--- config.mk ---
export PLATFORM = sky130hd
export DESIGN_NAME = hazard_ctrl
export DESIGN_NICKNAME = d
export VERILOG_FILES = /design/src/rtl/hazard_ctrl_pkg.sv /design/src/rtl/hazard_ctrl_wait_timer.sv /design/src/rtl/hazard_ctrl.sv
export SDC_FILE = /design/constraint.sdc
export NUM_CORES = 1
export LEC_CHECK = 0
export CELL_PAD_IN_SITES_DETAIL_PLACEMENT = 0
export CELL_PAD_IN_SITES_GLOBAL_PLACEMENT = 2
export CORE_MARGIN = 5
export CORE_UTILIZATION = 32
export CTS_BUF_LIST = sky130_fd_sc_hd__clkbuf_8
export DETAILED_ROUTE_END_ITERATION = 16
export PLACE_DENSITY = 0.95
export SKIP_CTS_REPAIR_TIMING = 1
export SLEW_MARGIN = 20
export SYNTH_ARGS = -nofsm -noshare
export SYNTH_HDL_FRONTEND = slang
export SYNTH_SLANG_ARGS = --single-unit
export TNS_END_PERCENT = 10
--- constraint.sdc ---
create_clock -name clk -period 5.4 [get_ports clk]
set_input_delay 1.62 -clock clk [delete_from_list [all_inputs] [get_ports clk]]
set_output_delay 1.62 -clock clk [all_outputs]
set_load 0.1 [all_outputs]
--- src/rtl/hazard_ctrl_pkg.sv ---
// hazard_ctrl_pkg
//   Shared constants for the pipeline hazard controller: instruction opcodes
//   (also used by the main decoder) and the hazard FSM state encodings.
//   Helper rt_is_src() tells whether an opcode reads rt as a source operand.
package hazard_ctrl_pkg;

    // Opcodes shared with the main decoder
    localparam logic [5:0] OP_RTYPE = 6'b000000;
    localparam logic [5:0] OP_LW    = 6'b100011;
    localparam logic [5:0] OP_SW    = 6'b101011;
    localparam logic [5:0] OP_BEQ   = 6'b000100;

    // Hazard FSM state encodings (2 bits)
    localparam logic [1:0] ST_RUN     = 2'b00;
    localparam logic [1:0] ST_MEMWAIT = 2'b01;
    localparam logic [1:0] ST_ERR     = 2'b10;

    // rt is read as a source only by R-type, SW (store data) and BEQ.
    // LW and the immediate forms write rt, so it must not raise a hazard.
    function automatic logic rt_is_src(input logic [5:0] opcode);
        return (opcode == OP_RTYPE) || (opcode == OP_SW) || (opcode == OP_BEQ);
    endfunction

endpackage

--- src/rtl/hazard_ctrl_wait_timer.sv ---
// hazard_ctrl_wait_timer
//   16-bit memory-wait counter with timeout compare.
//   Ports:
//     clk, rst_n  - clock, async active-low reset
//     clear       - entering MEMWAIT this cycle; counter restarts at 0
//     inc         - currently in MEMWAIT; count one more wait cycle
//     expired     - this MEMWAIT cycle is the MEM_TIMEOUT-th one
//   Parameter MEM_TIMEOUT (1..65535): wait cycles tolerated before error.
module hazard_ctrl_wait_timer #(
    parameter int MEM_TIMEOUT = 255
) (
    input  logic clk,
    input  logic rst_n,
    input  logic clear,
    input  logic inc,
    output logic expired
);

    // During the k-th MEMWAIT cycle (k from 0) cnt holds k, so comparing
    // against MEM_TIMEOUT-1 flags the cycle in which the count reaches
    // MEM_TIMEOUT.
    localparam logic [15:0] LIMIT = 16'(MEM_TIMEOUT - 1);

    logic [15:0] cnt;

    always_ff @(posedge clk or negedge rst_n) begin
        if (!rst_n) begin
            cnt <= 16'd0;
        end else if (clear) begin
            cnt <= 16'd0;
        end else if (inc && (cnt != 16'hFFFF)) begin
            cnt <= cnt + 16'd1;
        end
    end

    assign expired = inc && (cnt == LIMIT);

endmodule

--- src/rtl/hazard_ctrl.sv ---
// hazard_ctrl
//   Pipeline hazard controller: load-use stall, MEM-stage branch flush,
//   data-memory wait freeze and sticky memory-timeout error.
//   Priority: memory wait > branch flush > load-use.
//   Ports:
//     clk, rst_n            - clock, async active-low reset
//     id_rs, id_rt, id_opcode - ID-stage instruction fields
//     ex_memread, ex_rt     - EX-stage load and its destination
//     mem_branch_taken      - branch resolved taken in MEM
//     dmem_req, dmem_ready  - MEM-stage access handshake
//     pc_en, ifid_en        - PC / IF-ID write enables
//     ifid_flush, idex_bubble, exmem_flush - squash controls
//     pipe_freeze           - hold ID/EX, EX/MEM, MEM/WB
//     mem_err               - sticky memory-timeout flag
//   Optional (macro HAZARD_PERF_EN): stall_cnt, flush_cnt saturating
//   16-bit performance counters.
module hazard_ctrl
    import hazard_ctrl_pkg::*;
#(
    parameter int MEM_TIMEOUT = 255
) (
    input  logic       clk,
    input  logic       rst_n,
    input  logic [4:0] id_rs,
    input  logic [4:0] id_rt,
    input  logic [5:0] id_opcode,
    input  logic       ex_memread,
    input  logic [4:0] ex_rt,
    input  logic       mem_branch_taken,
    input  logic       dmem_req,
    input  logic       dmem_ready,
    output logic       pc_en,
    output logic       ifid_en,
    output logic       ifid_flush,
    output logic       idex_bubble,
    output logic       exmem_flush,
    output logic       pipe_freeze,
    output logic       mem_err
`ifdef HAZARD_PERF_EN
    ,
    output logic [15:0] stall_cnt,
    output logic [15:0] flush_cnt
`endif
);

    logic [1:0] state;
    logic [1:0] state_next;
    logic       load_use;
    logic       mem_miss;
    logic       br_flush;
    logic       timer_clear;
    logic       timer_inc;
    logic       timer_expired;

    // Register 0 is hardwired, so a load into it never creates a hazard.
    assign load_use = ex_memread && (ex_rt != 5'd0) &&
                      ((ex_rt == id_rs) ||
                       (rt_is_src(id_opcode) && (ex_rt == id_rt)));

    assign mem_miss = dmem_req && !dmem_ready;

    hazard_ctrl_wait_timer #(
        .MEM_TIMEOUT(MEM_TIMEOUT)
    ) u_wait_timer (
        .clk     (clk),
        .rst_n   (rst_n),
        .clear   (timer_clear),
        .inc     (timer_inc),
        .expired (timer_expired)
    );

    always_comb begin
        state_next  = state;
        pc_en       = 1'b1;
        ifid_en     = 1'b1;
        ifid_flush  = 1'b0;
        idex_bubble = 1'b0;
        exmem_flush = 1'b0;
        pipe_freeze = 1'b0;
        br_flush    = 1'b0;
        timer_clear = 1'b0;
        timer_inc   = 1'b0;

        case (state)
            ST_RUN: begin
                if (mem_miss) begin
                    // Freeze in the missing cycle itself, not only from MEMWAIT on.
                    state_next  = ST_MEMWAIT;
                    pc_en       = 1'b0;
                    ifid_en     = 1'b0;
                    pipe_freeze = 1'b1;
                    timer_clear = 1'b1;
                end else if (mem_branch_taken) begin
                    // The fetch path is redirected, so the PC keeps moving.
                    ifid_flush  = 1'b1;
                    idex_bubble = 1'b1;
                    exmem_flush = 1'b1;
                    br_flush    = 1'b1;
                end else if (load_use) begin
                    pc_en       = 1'b0;
                    ifid_en     = 1'b0;
                    idex_bubble = 1'b1;
                end
            end
            ST_MEMWAIT: begin
                pc_en       = 1'b0;
                ifid_en     = 1'b0;
                pipe_freeze = 1'b1;
                timer_inc   = 1'b1;
                if (dmem_ready) begin
                    state_next = ST_RUN;
                end else if (timer_expired) begin
                    state_next = ST_ERR;
                end
            end
            ST_ERR: begin
                pc_en       = 1'b0;
                ifid_en     = 1'b0;
                pipe_freeze = 1'b1;
            end
            default: begin
                state_next = ST_RUN;
            end
        endcase

        // While in reset the pipeline is squashed to NOPs and nothing advances.
        if (!rst_n) begin
            pc_en       = 1'b0;
            ifid_en     = 1'b0;
            ifid_flush  = 1'b1;
            idex_bubble = 1'b1;
            exmem_flush = 1'b1;
            pipe_freeze = 1'b0;
            br_flush    = 1'b0;
        end
    end

    always_ff @(posedge clk or negedge rst_n) begin
        if (!rst_n) begin
            state   <= ST_RUN;
            mem_err <= 1'b0;
        end else begin
            state <= state_next;
            if (state_next == ST_ERR) begin
                mem_err <= 1'b1;
            end
        end
    end

`ifdef HAZARD_PERF_EN
    always_ff @(posedge clk or negedge rst_n) begin
        if (!rst_n) begin
            stall_cnt <= 16'd0;
            flush_cnt <= 16'd0;
        end else begin
            if (!pc_en && (stall_cnt != 16'hFFFF)) begin
                stall_cnt <= stall_cnt + 16'd1;
            end
            if (br_flush && (flush_cnt != 16'hFFFF)) begin
                flush_cnt <= flush_cnt + 16'd1;
            end
        end
    end
`endif

endmodule

==> results.rst <==
.. list-table::
   :header-rows: 1

   * - Metric
     - Value
   * - Launching element of the worst setup path
     - dmem_ready
   * - Final antenna-violating net count
     - 0
   * - DRC viols
     - 0
   * - Highest attainable clock frequency
     - ~0.21 GHz
   * - Part of the total power dissipated in the clock network
     - 0.182
   * - Number of inserted filler cells in the final layout
     - ~400
   * - Portion of total power attributed to sequential cells
     - 0.346
   * - Post-synthesis register bit count
     - 19
   * - Transition at the pin with the smallest max-transition slack
     - between 0.9 and 1 ns
   * - Number of buffers added by the clock tree synthesis step
     - 3
   * - Critical Path RT
     - approximately 3.8 ns
   * - Count of unique library cells instantiated by Yosys
     - 41
   * - H-tree levels
     - 1
   * - Flip-flop cell with the highest count after synthesis
     - sky130_fd_sc_hd__dfrtp_1
   * - Number of clock sinks seen by CTS
     - 19
   * - Placed Instance Area
     - approximately 0.0018 mm2
   * - Slew HR
     - 0.350
   * - Maximum number of pins on one net before global-route repair
     - 21
   * - Setup repair after global routing missed its margin
     - no
   * - Die area
     - 0.00565 mm2
   * - Leak Pwr
     - approximately 0.75 nW
   * - Post-synth ARST share
     - 1.00
   * - Netlist area before placement
     - 0.00136 mm2
   * - Total via count in the routed design
     - 1264
   * - Final standard cell count with taps included and fillers excluded
     - between 200 and 250
   * - Final-report setup violation count
     - 0
   * - Diode count
     - 0
   * - Post-layout min period
     - roughly 4.8 ns
   * - Run status
     - complete, no violations
   * - Congestion Overflow GR
     - 0
   * - Clock latency reported for the late side of the worst-skew pair
     - 0.25 ns
   * - Dpl hpwl
     - roughly 2800 um
   * - Non-Filler Cell Area, Final
     - about 0.0019 mm2
   * - Worst hold path class
     - reg -> reg
   * - Number of flops mapped to enable cells by yosys
     - 0
   * - Library cell occupying the most area in the post-synthesis netlist
     - sky130_fd_sc_hd__dfrtp_1
   * - Number of port buffers
     - 33
   * - Final total negative setup slack
     - 0 ns
   * - Global-route wire length before repair
     - ~5700 um
   * - Post-Syn Nets
     - ~190
   * - Most common library cells after synthesis
     - 24 x sky130_fd_sc_hd__nor2_1, 19 x sky130_fd_sc_hd__dfrtp_1, 13 x sky130_fd_sc_hd__xnor2_1
   * - Clock slew at reported path FFs
     - around 0.070 ns
   * - Initial antenna violation count
     - 0
   * - Core outline area
     - 0.00406 mm2
   * - Cell row count
     - 23
   * - Cell with the most instances after synthesis
     - sky130_fd_sc_hd__nor2_1
   * - Share of synthesized area occupied by flip-flops and latches
     - 0.350
   * - Tcrit/Tclk final
     - 0.896
   * - Critical path's slowest cell
     - sky130_fd_sc_hd__clkdlybuf4s50_1
   * - PwrDens
     - 290 mW/mm2
   * - Worst path top cell family by delay
     - buffers and inverters
   * - Stages on worst setup path
     - 7
   * - Worst reg-to-reg path cell count
     - 7
   * - Setup skew after layout
     - 0.00683 ns
   * - Effective utilization at floorplan
     - 0.335
   * - Ys Warns
     - 0
   * - Routed length per placed instance
     - 14.6 um
   * - Ports
     - 34
   * - Final-report max-slew violation count
     - 0
   * - Startpoint kind of the worst setup timing path
     - primary input
   * - Count of placed standard cells including taps
     - roughly 240
   * - Synth top area cells
     - sky130_fd_sc_hd__dfrtp_1 35%, sky130_fd_sc_hd__xnor2_1 8.4%, sky130_fd_sc_hd__nor2_1 6.6%, sky130_fd_sc_hd__ha_1 5.5%, sky130_fd_sc_hd__xor2_1 3.9%
   * - Combined buffer and inverter count along the critical path
     - 3
   * - Cell repeated most along the worst path
     - sky130_fd_sc_hd__nand2_1
   * - Number of instances on the worst hold path
     - 1
   * - Placer congestion estimate
     - 0.810
   * - Vertical die dimension
     - 75.2 um
   * - Kind of critical path
     - in -> out
   * - Worst min-delay path startpoint
     - mem_err
   * - Portion of synthesized cell area occupied by the leading cell type
     - 0.350
   * - Data arrival time of the critical path
     - roughly 3.2 ns
   * - Deepest clock path buffer count
     - 2
   * - Horizontal die dimension
     - 75.2 um
   * - Crit-path max cell delay
     - 0.50 ns
   * - Via-per-instance ratio
     - around 5.3
   * - Layout overhead on the synthesized area
     - 36.2%
   * - Cells traversed along the worst timing path
     - clkdlybuf4s50_1 > inv_1 > a21boi_0 > nand2_1 > nand2_1 > o21bai_1 > buf_12
   * - Wire length reported by the detailed router
     - 3510 um
   * - Max-cap violations
     - 0
   * - Layout cell share with drive strength beyond 1
     - 0.105
   * - Critical Path End Type
     - output port
   * - Final-stage net count
     - 224
   * - Switching Fraction
     - 0.411
   * - Post-synthesis cell count
     - about 160
   * - Total routing resource utilization after global routing
     - 0.130
   * - Final hold violation count
     - 0
   * - Power Total
     - ~0.00054 W
   * - Syn avg cell area
     - between 8 and 9 um2
   * - Number of search-and-repair iterations in the first detailed-routing pass
     - 4
   * - Cell internal power dissipation
     - 0.000316 W
   * - Switch Pwr
     - around 0.00022 W
   * - Highest net fanout along the worst path
     - 3
   * - Pre-CTS WS
     - roughly 0.54 ns
   * - Source of the worst register-to-register timing path
     - state[1]
   * - Vias in the first global route
     - 1276
   * - Combinational share of power
     - 0.472
   * - Setup WS post-layout
     - about 0.56 ns
   * - VDD IR max
     - approximately 0.090 mV
   * - Iteration-0 DRC count of the detailed router
     - between 60 and 70
   * - TritonCTS clock tree
     - built
   * - Root buffer cell
     - sky130_fd_sc_hd__clkbuf_8
[worst register-to-register path, delay by kind of cell, from the launching register on]
kind / cells / cell delay (ns)
xor gates and xnor gates: 1 / 0.18
buffers and inverters: 1 / 0.11
and+or+nand+nor: 4 / 0.81
DFF: 1 / 0.44
adders and majority gates: 1 / 0.29
[power by group through the flow]
stage          Combinational [W]  Sequential, W   Clock, W
5_1_grt                 0.000275       0.000188   0.000108
3_3_place_gp            0.000254       0.000187          0
3_5_place_dp            0.000256       0.000188          0
2_1_floorplan           0.000169       0.000182          0
6_report                0.000254       0.000186  0.0000975
4_1_cts                 0.000257       0.000186   0.000100
[cells in the final DEF (no fill, tap or decap), types with 2 or more instances in the layout]
| cell | Yosys | layout |
|---|---|---|
| sky130_fd_sc_hd__nand4_1 | 7 | 7 |
| sky130_fd_sc_hd__ha_1 | 6 | 6 |
| sky130_fd_sc_hd__nor3_1 | 8 | 8 |
| sky130_fd_sc_hd__xnor2_1 | 13 | 13 |
| sky130_fd_sc_hd__nand3_1 | 8 | 8 |
| sky130_fd_sc_hd__xor2_1 | 6 | 6 |
| sky130_fd_sc_hd__dfrtp_1 | 19 | 19 |
| sky130_fd_sc_hd__a21oi_1 | 6 | 6 |
| sky130_fd_sc_hd__o21ai_0 | 4 | 4 |
| sky130_fd_sc_hd__inv_1 | 7 | 7 |
| sky130_fd_sc_hd__or2_2 | 2 | 2 |
| sky130_fd_sc_hd__nor2_1 | 24 | 24 |
| sky130_fd_sc_hd__clkdlybuf4s50_1 | 0 | 27 |
| sky130_fd_sc_hd__a211oi_1 | 5 | 5 |
| sky130_fd_sc_hd__clkbuf_8 | 0 | 3 |
| sky130_fd_sc_hd__buf_12 | 0 | 6 |
| sky130_fd_sc_hd__nor4_2 | 3 | 3 |
| sky130_fd_sc_hd__nor4_1 | 2 | 2 |
| sky130_fd_sc_hd__buf_4 | 2 | 2 |
| sky130_fd_sc_hd__nand2_1 | 8 | 8 |
[final timing paths]
path / end / slack (ns)
max: idex_bubble / 0.56
max in group asynchronous: u_wait_timer.cnt[0] / 3.32
min reg2reg: mem_err / 0.47
min in group asynchronous: u_wait_timer.cnt[11] / 1.87
min: mem_err / 0.47
max reg2reg: u_wait_timer.cnt[13] / 3.46
[final cells by class]
cell class                      count  area, um2  area share
Clock buffer                        3       41.3      0.0223
Multi-Input combinational cell    125        835       0.451
Clock inverter                      1       5.00     0.00270
Inverter                            7       26.3      0.0142
Sequential cell                    19        475       0.257
Tap cell                           50       62.6      0.0338
Timing Repair Buffer               35        405       0.219
[layer usage]
| layer | vias up | global-route usage | part of all wire |
|---|---|---|---|
| li1 | 623 | - | - |
| met1 | 608 | 0.165 | 0.44 |
| met2 | 31 | 0.230 | 0.48 |
| met3 | 2 | 0.0227 | 0.070 |
| met4 | 0 | 0.0311 | 0.0037 |
| met5 | - | 0 | 0 |
[state kept, by name, indices dropped and copies added (netlist names)]
register / cells
mem_err: 1
state: 2
u_wait_timer.cnt: 16
[through the flow]
| step | utilization | hold slack (ns) |
|---|---|---|
| 2_1_floorplan | - | 0.486 |
| 3_3_place_gp | 0.445 | 0.444 |
| 3_5_place_dp | 0.445 | 0.456 |
| 4_1_cts | 0.456 | 0.469 |
| 5_1_grt | 0.456 | 0.496 |
| 6_report | 0.456 | 0.465 |
[cells by family after synthesis]
logic type,count (synthesis),share of synthesized area
compound gates,27,0.135
xor+xnor,19,0.122
fa+ha+maj,6,0.0552
buf+inv,11,0.0359
flops,19,0.350
mux,1,0.00737
simple gates,72,0.294
Note: power is estimated with default switching activity, not from simulation.
